## src/rtl/op_lut_pkg.sv

```systemverilog
// Shared definitions for the output-port-lookup preprocess path: IPv4 header
// offsets within a 256-bit beat, parser states, result entry and 16-bit one's-complement add.
package op_lut_pkg;

    localparam int unsigned IP_VER_IHL_HI = 143;
    localparam int unsigned IP_TTL_HI     = 79;
    localparam int unsigned IP_PROTO_HI   = 71;
    localparam int unsigned IP_CKSUM_HI   = 63;
    localparam int unsigned IP_HDR1_HI    = 143;
    localparam int unsigned IP_HDR1_WORDS = 9;
    localparam int unsigned IP_HDR2_HI    = 255;

    localparam logic [15:0] ETH_TYPE_IPV4 = 16'h0800;
    localparam logic [7:0]  IPV4_VER_IHL  = 8'h45;

    typedef enum logic [1:0] {
        StWord1   = 2'd0,
        StWord2   = 2'd1,
        StWaitEop = 2'd2
    } parse_state_e;

    typedef struct packed {
        logic       is_good;
        logic       has_options;
        logic       ttl_good;
        logic [7:0] new_ttl;
        logic [15:0] new_cksum;
    } info_entry_t;

    localparam int unsigned INFO_WIDTH = $bits(info_entry_t);

    function automatic logic [15:0] ones_add16(input logic [15:0] a, input logic [15:0] b);
        logic [16:0] s;
        s = {1'b0, a} + {1'b0, b};
        return s[15:0] + {15'b0, s[16]};
    endfunction

endpackage

```

## src/rtl/fallthrough_small_fifo.sv

```systemverilog
// Small first-word-fall-through FIFO; head entry is driven straight from storage.
module fallthrough_small_fifo #(
    parameter int unsigned WIDTH      = 27,
    parameter int unsigned DEPTH_BITS = 2
) (
    input  logic             clk,
    input  logic             reset,
    input  logic [WIDTH-1:0] i_din,
    input  logic             i_wr_en,
    input  logic             i_rd_en,
    output logic [WIDTH-1:0] o_dout,
    output logic             o_empty,
    output logic             o_nearly_full,
    output logic             o_overflow
);

    localparam int unsigned DEPTH = 2 ** DEPTH_BITS;
    localparam logic [DEPTH_BITS:0]   CNT_ONE = 1;
    localparam logic [DEPTH_BITS-1:0] PTR_ONE = 1;

    logic [WIDTH-1:0]      r_mem [DEPTH];
    logic [DEPTH_BITS-1:0] r_wr_ptr;
    logic [DEPTH_BITS-1:0] r_rd_ptr;
    logic [DEPTH_BITS:0]   r_count;
    logic                  r_overflow;
    logic                  w_pop;
    logic                  w_full;
    logic                  w_push;

    assign w_pop  = i_rd_en && (r_count != '0);
    assign w_full = (r_count == (DEPTH_BITS + 1)'(DEPTH));
    // A pop in the same cycle frees the slot, so a push into a full FIFO still lands.
    assign w_push = i_wr_en && (!w_full || w_pop);

    always_ff @(posedge clk) begin
        if (w_push) begin
            r_mem[r_wr_ptr] <= i_din;
        end
    end

    always_ff @(posedge clk) begin
        if (reset) begin
            r_wr_ptr   <= '0;
            r_rd_ptr   <= '0;
            r_count    <= '0;
            r_overflow <= 1'b0;
        end else begin
            if (w_push) r_wr_ptr <= r_wr_ptr + PTR_ONE;
            if (w_pop)  r_rd_ptr <= r_rd_ptr + PTR_ONE;
            case ({w_push, w_pop})
                2'b10:   r_count <= r_count + CNT_ONE;
                2'b01:   r_count <= r_count - CNT_ONE;
                default: r_count <= r_count;
            endcase
            r_overflow <= i_wr_en && w_full && !w_pop;
        end
    end

    assign o_dout        = r_mem[r_rd_ptr];
    assign o_empty       = (r_count == '0);
    assign o_nearly_full = (r_count >= (DEPTH_BITS + 1)'(DEPTH - 1));
    assign o_overflow    = r_overflow;

endmodule

```

## src/rtl/op_lut_ip_checksum_ttl.sv

```systemverilog
// Snoops the input stream, checks the IPv4 header checksum and derives TTL-1 with an
// incrementally updated checksum, queueing one result entry per packet.
module op_lut_ip_checksum_ttl
    import op_lut_pkg::*;
#(
    parameter int unsigned C_S_AXIS_DATA_WIDTH  = 256,
    parameter int unsigned INFO_FIFO_DEPTH_BITS = 2
) (
    input  logic                           clk,
    input  logic                           reset,
    input  logic [C_S_AXIS_DATA_WIDTH-1:0] in_tdata,
    input  logic                           in_tvalid,
    input  logic                           in_tready,
    input  logic                           in_tlast,
    input  logic                           rd_preprocess_info,
    output logic                           ip_checksum_vld,
    output logic                           ip_checksum_is_good,
    output logic                           ip_hdr_has_options,
    output logic                           ip_ttl_is_good,
    output logic [7:0]                     ip_new_ttl,
    output logic [15:0]                    ip_new_checksum,
    output logic                           info_nearly_full,
    output logic                           info_overflow
);

    parse_state_e    r_state;
    parse_state_e    w_state_next;
    logic            w_beat;
    logic            w_launch;
    logic [15:0]     w_sum1;
    logic [7:0]      r_ver_ihl;
    logic [7:0]      r_ttl;
    logic [7:0]      r_proto;
    logic [15:0]     r_cksum;
    logic [15:0]     r_sum1;
    logic            r_short;
    logic [16:0]     r_sum_raw;
    logic            r_s0_vld;
    logic            r_s1_vld;
    info_entry_t     r_s1_entry;
    info_entry_t     w_entry;
    logic [15:0]     w_fold;
    logic [7:0]      w_new_ttl;
    logic [INFO_WIDTH-1:0] w_dout;
    info_entry_t     w_head;
    logic            w_empty;
    logic            w_unused_tdata;

    assign w_beat   = in_tvalid && in_tready;
    assign w_launch = w_beat && (((r_state == StWord1) && in_tlast) || (r_state == StWord2));
    assign w_unused_tdata = ^{in_tdata[239:144], ETH_TYPE_IPV4};

    always_comb begin
        w_sum1 = 16'h0000;
        for (int i = 0; i < IP_HDR1_WORDS; i++) begin
            w_sum1 = ones_add16(w_sum1, in_tdata[IP_HDR1_HI - 16 * i -: 16]);
        end
    end

    always_ff @(posedge clk) begin
        if (reset) r_state <= StWord1;
        else       r_state <= w_state_next;
    end

    always_comb begin
        w_state_next = r_state;
        unique case (r_state)
            StWord1:   if (w_beat) w_state_next = in_tlast ? StWord1 : StWord2;
            StWord2:   if (w_beat) w_state_next = in_tlast ? StWord1 : StWaitEop;
            StWaitEop: if (w_beat && in_tlast) w_state_next = StWord1;
            default:   w_state_next = StWord1;
        endcase
    end

    always_ff @(posedge clk) begin
        if (w_beat && (r_state == StWord1)) begin
            r_ver_ihl <= in_tdata[IP_VER_IHL_HI -: 8];
            r_ttl     <= in_tdata[IP_TTL_HI -: 8];
            r_proto   <= in_tdata[IP_PROTO_HI -: 8];
            r_cksum   <= in_tdata[IP_CKSUM_HI -: 16];
            r_sum1    <= w_sum1;
            r_short   <= in_tlast;
        end
        if (w_beat && (r_state == StWord2)) begin
            r_sum_raw <= {1'b0, r_sum1} + {1'b0, in_tdata[IP_HDR2_HI -: 16]};
        end
        if (r_s0_vld) begin
            r_s1_entry <= w_entry;
        end
    end

    always_ff @(posedge clk) begin
        if (reset) begin
            r_s0_vld <= 1'b0;
            r_s1_vld <= 1'b0;
        end else begin
            r_s0_vld <= w_launch;
            r_s1_vld <= r_s0_vld;
        end
    end

    // Stage 1: fold the carry of the full-header sum and apply the RFC1624 update.
    always_comb begin
        w_fold    = r_sum_raw[15:0] + {15'b0, r_sum_raw[16]};
        w_new_ttl = (r_ttl == 8'h00) ? 8'h00 : r_ttl - 8'd1;
        w_entry.is_good     = !r_short && (w_fold == 16'hFFFF);
        w_entry.has_options = (r_ver_ihl != IPV4_VER_IHL);
        w_entry.ttl_good    = (r_ttl > 8'd1);
        w_entry.new_ttl     = w_new_ttl;
        w_entry.new_cksum   = ~ones_add16(ones_add16(~r_cksum, ~{r_ttl, r_proto}),
                                          {w_new_ttl, r_proto});
    end

    fallthrough_small_fifo #(
        .WIDTH      (INFO_WIDTH),
        .DEPTH_BITS (INFO_FIFO_DEPTH_BITS)
    ) u_info_fifo (
        .clk           (clk),
        .reset         (reset),
        .i_din         (r_s1_entry),
        .i_wr_en       (r_s1_vld),
        .i_rd_en       (rd_preprocess_info),
        .o_dout        (w_dout),
        .o_empty       (w_empty),
        .o_nearly_full (info_nearly_full),
        .o_overflow    (info_overflow)
    );

    assign ip_checksum_vld     = !w_empty;
    assign w_head              = ip_checksum_vld ? info_entry_t'(w_dout) : '0;
    assign ip_checksum_is_good = w_head.is_good;
    assign ip_hdr_has_options  = w_head.has_options;
    assign ip_ttl_is_good      = w_head.ttl_good;
    assign ip_new_ttl          = w_head.new_ttl;
    assign ip_new_checksum     = w_head.new_cksum;

endmodule

```

## config.mk

```make
export PLATFORM = sky130hd
export DESIGN_NAME = op_lut_ip_checksum_ttl
export DESIGN_NICKNAME = d
export VERILOG_FILES = /design/src/rtl/op_lut_pkg.sv /design/src/rtl/fallthrough_small_fifo.sv /design/src/rtl/op_lut_ip_checksum_ttl.sv
export SDC_FILE = /design/constraint.sdc
export NUM_CORES = 1
export LEC_CHECK = 0
export BUFFER_PORTS_ARGS = -buffer_cell sky130_fd_sc_hd__buf_2
export CAP_MARGIN = 20
export CORE_MARGIN = 2
export CORE_UTILIZATION = 45
export CTS_BUF_LIST = sky130_fd_sc_hd__clkbuf_4 sky130_fd_sc_hd__clkbuf_8
export DETAILED_ROUTE_END_ITERATION = 7
export GPL_ROUTABILITY_DRIVEN = 0
export PLACE_DENSITY = 0.66
export SYNTH_ARGS = -nofsm -noshare
export SYNTH_HDL_FRONTEND = slang
export SYNTH_SLANG_ARGS = --single-unit
```

## constraint.sdc

```tcl
create_clock -name clk -period 26.3 [get_ports clk]
set_input_delay 0 -clock clk [delete_from_list [all_inputs] [get_ports clk]]
set_output_delay 0 -clock clk [all_outputs]
set_load 0.05 [all_outputs]
```

==> results.py <==
metrics = {
    "timing": {
        "clock.fmax_mhz": 43.48,
        "worst_pin_slew_ps": 987.8,
        "final_hold_viol_count": 0,
        "period_share_pct": 87.45,
        "drv_slew": 0,
        "relSlewSlack_pct": 34.15,
        "fin_setup_tns_ps": 0,
        "hold_slack_ps": 17.73,
        "finalSetupViolCount": 0,
        "fin_crit_ps": 23000,
        "worst_slack_ps": 3302,
        "finalClockSkew_ps": 24.92,
        "rsz0062_at_grt": "no",
    },
    "yosys": {
        "synth_edf_count": 209,
        "seq_area_frac_synth_pct": 35.56,
        "synth_area_per_cell_um2": 10.29,
        "synth_nets": 2273,
        "synth-main-ff-cell": "edfxtp_1",
        "yosysTopAreaCell": "edfxtp_1",
        "yosysWarnings": 0,
        "synthDominantCellAreaShare_pct": 34.04,
        "ys_ff_latch": 223,
        "yosys.cell_types.count": 86,
        "syn_inst": 1792,
        "synthTopCellsByArea": "edfxtp_1 34%, ha_1 14%, xnor2_1 7.6%, xor2_1 4.5%, mux4_2 3.3%",
        "synthArstFlopShare_pct": 0,
        "syn_area_um2": 18440,
    },
    "clock_network": {
        "clk_path_buf_depth": 3,
        "root_buffer": "clkbuf_8",
        "cts_setup_buffers": 0,
        "cts_tree": "built",
        "cts_inserted_buffers": 38,
        "clock-sinks": 223,
        "clkLatencyLatePin_ps": 540,
        "h-tree-depth": 2,
        "clkTransAtPathRegs_ps": 70,
    },
    "run_status": {
        "outcome": "complete, no violations",
    },
    "drt": {
        "wirelength_um": 42320,
        "drt_iter0_markers": 590,
        "drcViolationCount": 0,
        "vias": 14447,
        "viasPerCell": 5.466,
        "dr.pass1.iters": 5,
        "ant_nets": 0,
        "post_drt_wl_per_cell_um": 16.01,
    },
    "worst_setup_path": {
        "reg2reg_depth": 34,
        "worstSetupEndpointType": "register",
        "cp-start-kind": "input pin",
        "slowest_stage": "dlygate4sd3_1",
        "critPathMaxStageDelay_ps": 530,
        "r2r_start": "r_proto[0]$_DFFE_PP_",
        "cpMostUsedCell": "ha_1",
        "r2r-end": "r_s1_entry[15]$_DFFE_PP_",
        "critPathArrivalTime_ps": 23260,
        "worstSetupEndpoint": "r_sum1[15]$_DFFE_PP_",
        "r2r_slack_ps": 19250,
        "startpoint": "in_tdata[137]",
        "cp.required_ps": 26570,
        "worstPathMaxFanout": 7,
        "critical_path_class": "in -> reg",
    },
    "cells_and_area": {
        "synthToLayoutAreaGrowth_pct": 16.79,
        "fin_area_um2": 21530,
        "layout-drive-gt1-share_pct": 15.93,
        "nets": 2557,
    },
    "placement": {
        "portBuffers": 195,
        "dpl_cell_area_um2": 20060,
        "dp_hpwl_um": 33510,
        "place_ws_ps": 3218,
    },
    "floorplanning": {
        "rows": 74,
        "ios": 292,
        "die_x_um": 206.4,
        "initial_utilization_pct": 45.36,
        "die_h_um": 206.4,
        "die_area_um2": 42610,
        "core_area_um2": 40650,
    },
    "grt": {
        "grt_pass1_vias": 14086,
        "grt_use_total_pct": 19.59,
        "overflow": 0,
        "grt_pass1_wl_um": 67570,
        "grt_max_degree": 58,
        "antenna_found_initial": 9,
    },
    "worst_hold_path": {
        "min_delay_path_depth": 3,
        "min_path_type": "in -> reg",
    },
    "job": {
        "drv_cap": 0,
    },
}
## critical path: cells and delay by family
| kind | cells | cell delay (ps) |
|---|---|---|
| compound gates | 53 | 10980 |
| fa+ha+maj | 22 | 5800 |
| simple gates | 29 | 4530 |
| xor+xnor | 8 | 1280 |
| buf+inv | 2 | 660 |
## metal layers
layer,GRT usage [%],share of wire [%],routed length [um],up-vias
li1,-,-,-,7312
met1,24.32,44,18530,6733
met2,35.07,50,20990,314
met3,2.586,3.9,1634,86
met4,6.327,2.7,1157,2
met5,0,0.026,11,-
## final cells by class
class,count,area (um2)
inverters,97,364.1
clock inverters,13,151.4
flip-flops and latches,223,6558
repair buffers,266,1687
well taps,532,665.6
fillers,3688,19110
diodes,8,20.02
clock buffers,54,643.1
multi-input cells,1450,11440
## what timing repair did
| action | in CTS | in global routing |
|---|---|---|
| resized for setup | 0 | 0 |
| hold endpoints to repair | 70 | 0 |
| hold buffers | 63 | 0 |
## stage by stage
| stage | util [%] | cells |
|---|---|---|
| floorplan | - | 1792 |
| global placement | 49.35 | 2504 |
| detailed placement | 49.35 | 2504 |
| CTS | 52.86 | 2634 |
| global route | 52.97 | 2642 |
| finish | 52.98 | 2643 |
## how the worst min path moves through the flow
stage                               to  slack [ps]          start
6_report       r_sum_raw[12]$_DFFE_PP_          20  in_tdata[252]
3_3_place_gp      r_cksum[9]$_DFFE_PP_         200   in_tdata[57]
2_1_floorplan      r_s1_vld$_SDFF_PP0_          70          reset
5_1_grt        r_sum_raw[12]$_DFFE_PP_           8  in_tdata[252]
3_5_place_dp        r_ttl[7]$_DFFE_PP_         200   in_tdata[79]
4_1_cts        r_sum_raw[13]$_DFFE_PP_           2  in_tdata[252]
## registers in the layout, summed over array words and instances, names as in the netlist, named ones only
register / count
u_info_fifo.r_mem: 108
r_cksum: 16
r_proto: 8
r_s1_vld: 1
r_ver_ihl: 8
r_sum_raw: 17
r_s1_entry: 27
u_info_fifo.r_count: 3
u_info_fifo.r_wr_ptr: 2
r_sum1: 16
r_state: 2
u_info_fifo.o_overflow: 1
u_info_fifo.r_rd_ptr: 2
r_s0_vld: 1
r_short: 1
r_ttl: 8
## logic make-up (layout without fill, tap and decap cells)
group           after synthesis  count (layout)  share of synthesized area [%]
buf+inv                     119             430                          2.423
other cells                   0               8                              0
compound gates              383             383                          14.39
simple gates                555             555                          15.70
flops                       223             223                          35.56
fa+ha+maj                   219             219                          15.35
mux                          31              31                          3.522
xor+xnor                    262             262                          13.06
## cells in the mapped netlist (6+ instances only)
cell type  instances
o21ai_1            7
ha_1             207
and3_1            38
and4_1             6
o21a_1            15
or2_2             12
inv_1             97
a211o_1            9
o21bai_1          11
nand4_1           34
xnor3_1            6
a21boi_0           6
dfxtp_1           14
and2_1            45
nor2_1           105
a211oi_1          19
edfxtp_1         209
xnor2_1          160
fa_1              12
o211ai_1          18
clkbuf_1          20
o21ai_0           61
nor3_1            59
xor2_1            94
a21o_1            59
nand2_1           98
mux4_2            27
or3_1             11
nand2b_1          16
nand3_1           71
a21oi_1           93
nor2b_1           15
a31oi_1           15
nor4_1            13
## placed cells by master (no fill, tap or decap), types with 8 or more instances in the layout
cell	netlist	final
xnor2_1	160	160
and2_1	45	45
nor4_1	13	13
dfxtp_1	14	13
fa_1	12	12
nor2_1	105	105
o21ai_0	61	61
mux4_2	27	27
edfxtp_1	209	209
ha_1	207	207
or2_2	12	12
o211ai_1	18	18
o21a_1	15	15
a21oi_1	93	93
a21o_1	59	59
or3_1	11	11
xor2_1	94	94
diode_2	0	8
dlygate4sd3_1	0	63
inv_1	97	97
a211oi_1	19	19
nand3_1	71	71
buf_2	0	195
nor2b_1	15	15
nand4_1	34	34
o21bai_1	11	11
and3_1	38	38
clkbuf_4	0	16
nand2_1	98	98
nor3_1	59	58
a211o_1	9	9
nand2b_1	16	16
clkbuf_8	0	38
a31oi_1	15	15
Power is not shown: default switching activity piles up to over one toggle a cycle in this logic, so the estimate is an artifact.
